<file path="config.mk">
export PLATFORM = sky130hd
export DESIGN_NAME = pipeline_ctrl
export DESIGN_NICKNAME = d
export VERILOG_FILES = /design/src/rtl/pipeline_ctrl.sv
export SDC_FILE = /design/constraint.sdc
export NUM_CORES = 1
export LEC_CHECK = 0
export ABC_AREA = 1
export BUFFER_PORTS_ARGS = -buffer_cell sky130_fd_sc_hd__buf_4
export CORE_ASPECT_RATIO = 1.4
export CORE_MARGIN = 2
export CORE_UTILIZATION = 57
export CTS_CLUSTER_SIZE = 16
export DETAILED_ROUTE_END_ITERATION = 10
export GPL_TIMING_DRIVEN = 0
export PLACE_DENSITY_LB_ADDON = 0.25
export SYNTH_ARGS = -nofsm -noshare
export SYNTH_HDL_FRONTEND = slang
export SYNTH_SLANG_ARGS = --single-unit
</file>
<file path="constraint.sdc">
create_clock -name clk -period 3.5 [get_ports clk]
set_input_delay 0 -clock clk [delete_from_list [all_inputs] [get_ports clk]]
set_output_delay 0 -clock clk [all_outputs]
set_load 0.01 [all_outputs]
</file>
<file path="src/rtl/pipeline_ctrl.sv">
// rtl/pipeline_ctrl.sv - pipeline stall/flush controller
// Merges stage stall requests, defers mem-stage exceptions behind data accesses, counts stall cycles.
module pipeline_ctrl #(
   parameter logic [31:0] EXC_VECTOR = 32'h00000020,
   parameter logic [31:0] ERET_TYPE  = 32'h0000000e
) (
   input  logic        clk,
   input  logic        rst,
   input  logic        stallreq_if,
   input  logic        stallreq_id,
   input  logic        stallreq_ex,
   input  logic        stallreq_mem,
   input  logic [31:0] excepttype_i,
   input  logic [31:0] cp0_epc_i,
   input  logic        stall_cnt_clr,
   output logic [5:0]  stall,
   output logic        flush,
   output logic [31:0] new_pc,
   output logic [31:0] stall_cycles
);

   typedef enum logic [1:0] {
      RUN     = 2'd0,
      PEND    = 2'd1,
      FLUSHED = 2'd2
   } state_t;

   state_t      state, state_nxt;
   logic [31:0] exc_type_q;
   logic [31:0] epc_q;
   logic        latch_en;
   logic [5:0]  stall_req;

   function automatic logic [31:0] redirect(input logic [31:0] etype, input logic [31:0] epc);
      return (etype == ERET_TYPE) ? epc : EXC_VECTOR;
   endfunction

   always_comb begin
      stall_req = 6'b000000;
      if (stallreq_mem)
         stall_req = 6'b011111;
      else if (stallreq_ex)
         stall_req = 6'b001111;
      else if (stallreq_id || stallreq_if)
         stall_req = 6'b000111;
   end

   always_comb begin
      state_nxt = state;
      stall     = 6'b000000;
      flush     = 1'b0;
      new_pc    = 32'h0;
      latch_en  = 1'b0;
      if (!rst) begin
         case (state)
            RUN: begin
               if (excepttype_i != 32'h0) begin
                  if (stallreq_mem) begin
                     stall     = 6'b011111;
                     latch_en  = 1'b1;
                     state_nxt = PEND;
                  end else begin
                     flush     = 1'b1;
                     new_pc    = redirect(excepttype_i, cp0_epc_i);
                     state_nxt = FLUSHED;
                  end
               end else begin
                  stall = stall_req;
               end
            end
            PEND: begin
               // The latched exception wins over anything arriving while mem is busy.
               if (stallreq_mem) begin
                  stall = 6'b011111;
               end else begin
                  flush     = 1'b1;
                  new_pc    = redirect(exc_type_q, epc_q);
                  state_nxt = FLUSHED;
               end
            end
            FLUSHED: state_nxt = RUN;
            default: state_nxt = RUN;
         endcase
      end
   end

   always_ff @(posedge clk) begin
      if (rst) begin
         state      <= RUN;
         exc_type_q <= 32'h0;
         epc_q      <= 32'h0;
      end else begin
         state <= state_nxt;
         if (latch_en) begin
            exc_type_q <= excepttype_i;
            epc_q      <= cp0_epc_i;
         end
      end
   end

   // Clear beats increment; the count sticks at all-ones.
   always_ff @(posedge clk) begin
      if (rst || stall_cnt_clr)
         stall_cycles <= 32'h0;
      else if (stall[0] && (stall_cycles != 32'hFFFFFFFF))
         stall_cycles <= stall_cycles + 32'h1;
   end

endmodule

</file>
== Yosys cells after proc, flatten, opt, wreduce, memory -nomap -nowiden ==
Cells that the tools add are included.

* Flip-flop bits (word level): 98

* Add/subtract/negate cells: 1
* Equal/unequal tests: 6
* Multiplexer cells: 26
* Reduce and logical (&&, ||, !) cells: 6

{| class="wikitable"
|+ Operators by type and width
! cell !! count
|-
| $mux W32 || 6
|-
| $eq A32 B4 Y1 const B || 2
|-
| $pmux W32 S2 || 1
|-
| $add A32 B1 Y32 const B || 1
|-
| $ne A32 B32 Y1 const B || 1
|-
| $reduce_bool A32 Y1 || 1
|-
| $mux W6 || 2
|-
| $pmux W6 S2 || 1
|-
| $mux W5 || 2
|-
| $mux W1 || 7
|-
| $mux W2 || 3
|-
| $mux W4 || 1
|-
| $ne A2 B2 Y1 const B || 2
|-
| $pmux W2 S2 || 1
|-
| $mux W3 || 1
|-
| $eq A2 B1 Y1 const B || 1
|-
| $logic_not A2 Y1 || 1
|-
| $logic_or A1 B1 Y1 || 2
|-
| $pmux W1 S2 || 1
|-
| $reduce_and A2 Y1 || 1
|-
| $logic_and A1 B1 Y1 || 1
|}

== Logic depth before layout (Yosys ltp) ==
* Word-level depth: 8
* Mapped depth: 12
* Depth with buffers taken out: 11

== Least setup slack after synthesis ==
OpenSTA, ideal clock, no wires.

* Kind: flip-flop to flip-flop
* From: register stall_cycles[0]
* To: register stall_cycles[11]
* Library setup time: 143 ps
* Arrival time: 1,691 ps
* Required time: 3,357 ps
* Path slack: 1,666 ps
* Cell stages (with the launch flop): 12
* Path buffers: 1
* Period minus slack after synthesis: 1,834 ps
* Path through: dfxtp_1 ha_1 inv_2 nor2_4 nand2_2 nor2_2 nand3_2 nor2_4 nand2_4 buf_2 nand3_1 a21oi_2

* Word-level cells in the longest chain between the ends: 2

{| class="wikitable"
|+ Ends and longest elaborated chain
! element !! line !! text
|-
| start, declared || 19 || <nowiki>output logic [31:0] stall_cycles</nowiki>
|-
| start signal, assigned || 106 || <nowiki>stall_cycles <= stall_cycles + 32'h1;</nowiki>
|-
| parallel branches: the longest is 2 deep, another holds $add A32 B1 Y32 || - ||
|}

Several ways; the timed one is not identified.
A chain may end at the register's enable or synchronous reset.

== Worst setup path after layout ==
* From: register exc_type_q[8]
* To: output new_pc[30]

* Word-level cells in the longest chain between the ends: 5

{| class="wikitable"
|+ Ends and longest elaborated chain
! element !! line !! text
|-
| start, declared || 29 || <nowiki>logic [31:0] exc_type_q;</nowiki>
|-
| start signal, assigned || 95 || <nowiki>exc_type_q <= excepttype_i;</nowiki>
|-
| $eq A32 B4 Y1 || 35 || <nowiki>return (etype == ERET_TYPE) ? epc : EXC_VECTOR;</nowiki>
|-
| $mux W32 || 35 ||
|-
| $mux W32 || 73 || <nowiki>if (stallreq_mem) begin</nowiki>
|-
| $pmux W32 S2 || 55 || <nowiki>case (state)</nowiki>
|-
| $mux W32 || 54 || <nowiki>if (!rst) begin</nowiki>
|-
| end, declared || 18 || <nowiki>output logic [31:0] new_pc,</nowiki>
|}

Every way passes these cells.

==> results.txt <==
The logs give 0 for the number of design rule violations left after detail routing and 0.00196 mm² for the total area of sequential cells. The count of nets left with antenna violations once routing finished came out at 0. The die height came out at 119 µm.

After the last flow step, the layout net total stands at 1112. The path with the worst hold slack has its endpoint at state[1]. The run gives 36.5% as the register area share after synthesis. For the worst flop-to-flop path, the logic depth is 12. Compared with the post-synthesis result, the final layout area differs by 40.1%. The type of the most critical hold path is in -> reg. For the HPWL after detailed placement, the log shows 12000 µm. The dominant register cell in the synthesized netlist is dfxtp_1. For the area of the core region, the log shows 0.00908 mm². The share of flip-flops with an asynchronous set or reset came out at 0%.

The number of antenna violations at the first check in global routing was 0; the clock insertion delay at the later pin of the skew report was 0.36 ns. The final critical-path share of the clock period is 74.5%, and the clock period minus final worst setup slack is 2.61 ns. The final count of negative-setup-slack endpoints is 0. The number of top-level design ports is 142.

The routed length per placed instance came out at 17.9 µm. The tree is rooted in a clkbuf_16. Before antenna repair, the detailed router went through 8 iterations. The congestion estimate from routability-driven global placement came to 0.946.

The number of global-route vias before repair is 6858. The data required time at the worst endpoint was 3.50 ns. The logs give 898 for the synthesized net count and 0 for the antenna cell count. Startpoint of the most critical hold path: stallreq_mem. Across the VDD grid, the largest voltage drop is 327 µV. The worst setup path is captured at an output pin. CTS saw 98 sinks. In the routed layout, each cell is associated on average with a via count of 6.07. At the pin with the least slew margin, the transition time is 0.795 ns. Global routing consumed, over all layers together, 39.6% of the routing resources. Counting distinct cell types in the post-synthesis netlist gives 30. The reg2reg setup slack is 1.24 ns, and the quantity of I/O buffers inserted on ports is 138.

The final max-slew violation count came out at 0. The post-CTS resize count came out at 0. Headroom to the max-slew limit came out at 47.0%.

The post-synth design cell area is 0.00538 mm², and the wire length of the first global-routing pass is 32400 µm. The top cell type by area accounts for 36.5% of the synthesized area. The logs give 3 for the maximum level of the CTS H-tree and 0.0102 mm² for the area enclosed by the die boundary. The largest total area in the synthesized netlist belongs to dfxtp_1. In this run the power density over the cells is 352 mW/mm².

Static timing analysis puts the maximum clock frequency at 383 MHz. The tool flagged a number of max-cap violations equal to 0. The run finished with clean final reports. The maximum number of pins on one net before global-route repair came out at 17.

TritonCTS built the clock tree. Summed over all cells, the static leakage comes to 2.88 nW. The die is 86.1 µm wide. The run gives 0 as the count of yosys warnings during synthesis.

The worst setup path startpoint is exc_type_q[8]. The run gives 2.61 ns as the data arrival time of the critical path. Measured on the finished design, the core utilization comes to 83.0%. In the post-synthesis netlist, the biggest area contributors are dfxtp_1, nand2_1, a21oi_1. The row count came out at 41. In the post-route analysis, the smallest setup slack over all paths is 0.892 ns. The tools report the source of the worst register-to-register timing path as stall_cycles[0]. The post-CTS clock slew at the launch and capture registers of the worst setup and hold paths came out at 0.07 ns. After global routing the overflow that remains totals 0. The design draws 2.66 mW.

The logs give 2 for the number of buffers between clock root and the deepest sink and 20700 µm for the total detailed-routing wirelength. In this run, synthesis produced a sequential element count of 98. Synthesis handed over a netlist of 826 instances. STA classifies the critical path startpoint as a flop.

In this run the worst path has a maximum fanout of 10. Cells with a size suffix above 1 make up 20.9% of the layout. In the final layout, the multi-input gates occupy 0.00305 mm². Adding up every negative setup slack in the final design gives 0 ns. Mean area per synthesized cell: 6.51 µm². OpenSTA, run right after detailed placement, puts the worst setup slack at 1.27 ns.

Once the floorplan was initialized, standard cells occupied 59.2% of the core. Counting the fill cells in the layout gives 573. The number of enable flip-flop cells after synthesis was 0.

Setup repair after global routing left no endpoint under its margin. The endpoint identified for the worst register-to-register timing path is stall_cycles[19]. The setup path with the least slack is of type reg -> out. The DRC marker count from the first detailed-route iteration was 613; the via count of the routed design was 6996.

On the final layout, the worst clock skew is 0.0123 ns. Count of final hold-check violations: 0. Along the worst hold path, the cell count comes to 2. Buffers inserted during clock tree synthesis total 9.
-- state kept, by name (all words and copies together), names as in the netlist --
name,cells
exc_type_q,32
state,2
epc_q,32
stall_cycles,32
-- power by group --
part           switching (mW)  internal [mW]
sequential             0.0221           1.15
combinational           0.196          0.163
clock                   0.456          0.670
total                   0.673           1.98
-- synthesized netlist by cell type (5+ instances only) --
master    instances
clkbuf_1         23
a21oi_2          17
nor2_2            5
a21oi_1         111
nand2_1         271
nor3_1            7
buf_4             6
nand3_1         104
xor2_1           11
buf_2            16
buf_6             6
nor2_1           87
inv_1            19
dfxtp_1          98
nand3b_1         12
-- worst max path at each step --
stage	to	slack, ns	cells past startpoint
after floorplan	stall_cycles[11]	1.67	11
after global placement	stall_cycles[3]	1.30	11
after detailed placement	stall_cycles[19]	1.27	12
after CTS	new_pc[22]	1.06	7
after global routing	new_pc[0]	0.77	7
final	new_pc[30]	0.89	7
-- logic make-up (layout without fill, tap and decap cells) --
family	Yosys count	after routing	synth area share (%)
XOR/XNOR	15	15	2.44
AO/OA/AOI/OAI	132	132	13.5
flip-flops	98	98	36.5
buffers and inverters	75	294	6.86
AND/OR/NAND/NOR	504	504	40.4
other	1	1	0.0697
adder cells (fa/ha/maj)	1	1	0.233
-- metal layers --
metal	wire (µm)	vias up	global-route usage (%)
li1	-	3133	-
met5	0	-	0
met4	1550	0	27.8
met2	10400	503	69.8
met1	6960	3202	42.2
met3	1700	158	5.89
-- cell usage in the layout, fill, tap and decap left out, drive strengths merged --
cell type	count
and3	2
nand3	106
nor4	4
dlygate4sd3	65
clkinv	2
nor3b	1
a211oi	1
inv	24
nand2	275
nand4	2
dfxtp	98
o21ai	3
ha	1
bufinv	2
nand3b	12
xnor2	4
xor2	11
buf	166
nor2	95
clkbuf	34
a21oi	128
conb	1
clkinvlp	1
nor3	7
-- repair_timing --
action / in CTS / in global routing
hold buffers: 65 / 0
buffers inserted: 0 / 0
endpoints found under the hold margin: 65 / 0
-- layout make-up --
class | count | share of cell area [%]
well taps | 107 | 1.78
multi-input cells | 653 | 40.4
plain buffers | 51 | 3.70
clock inverters | 5 | 1.13
clock buffers | 11 | 3.35
inverters | 24 | 1.20
flip-flops and latches | 98 | 26.0
repair buffers | 203 | 22.4
-- critical path, stage by stage (launching register included) --
cell,delay (ns)
dfxtp_1,0.33
nor4_1,0.37
nand3_1,0.15
nor2_1,0.42
clkbuf_1,0.41
nand3_1,0.19
a21oi_1,0.23
buf_4,0.16
-- stage by stage --
| stage | hold WS (ns) | cell area, µm² | std cells |
|---|---|---|---|
| after global routing | 0.0780 | 7540 | 1152 |
| after floorplan | 0.143 | 5380 | 826 |
| after global placement | 0.253 | 6550 | 1071 |
| after detailed placement | 0.261 | 6550 | 1071 |
| after CTS | 0.00180 | 7540 | 1152 |
| final | 0.0416 | 7540 | 1152 |
Note: power is estimated with default switching activity, not from simulation.
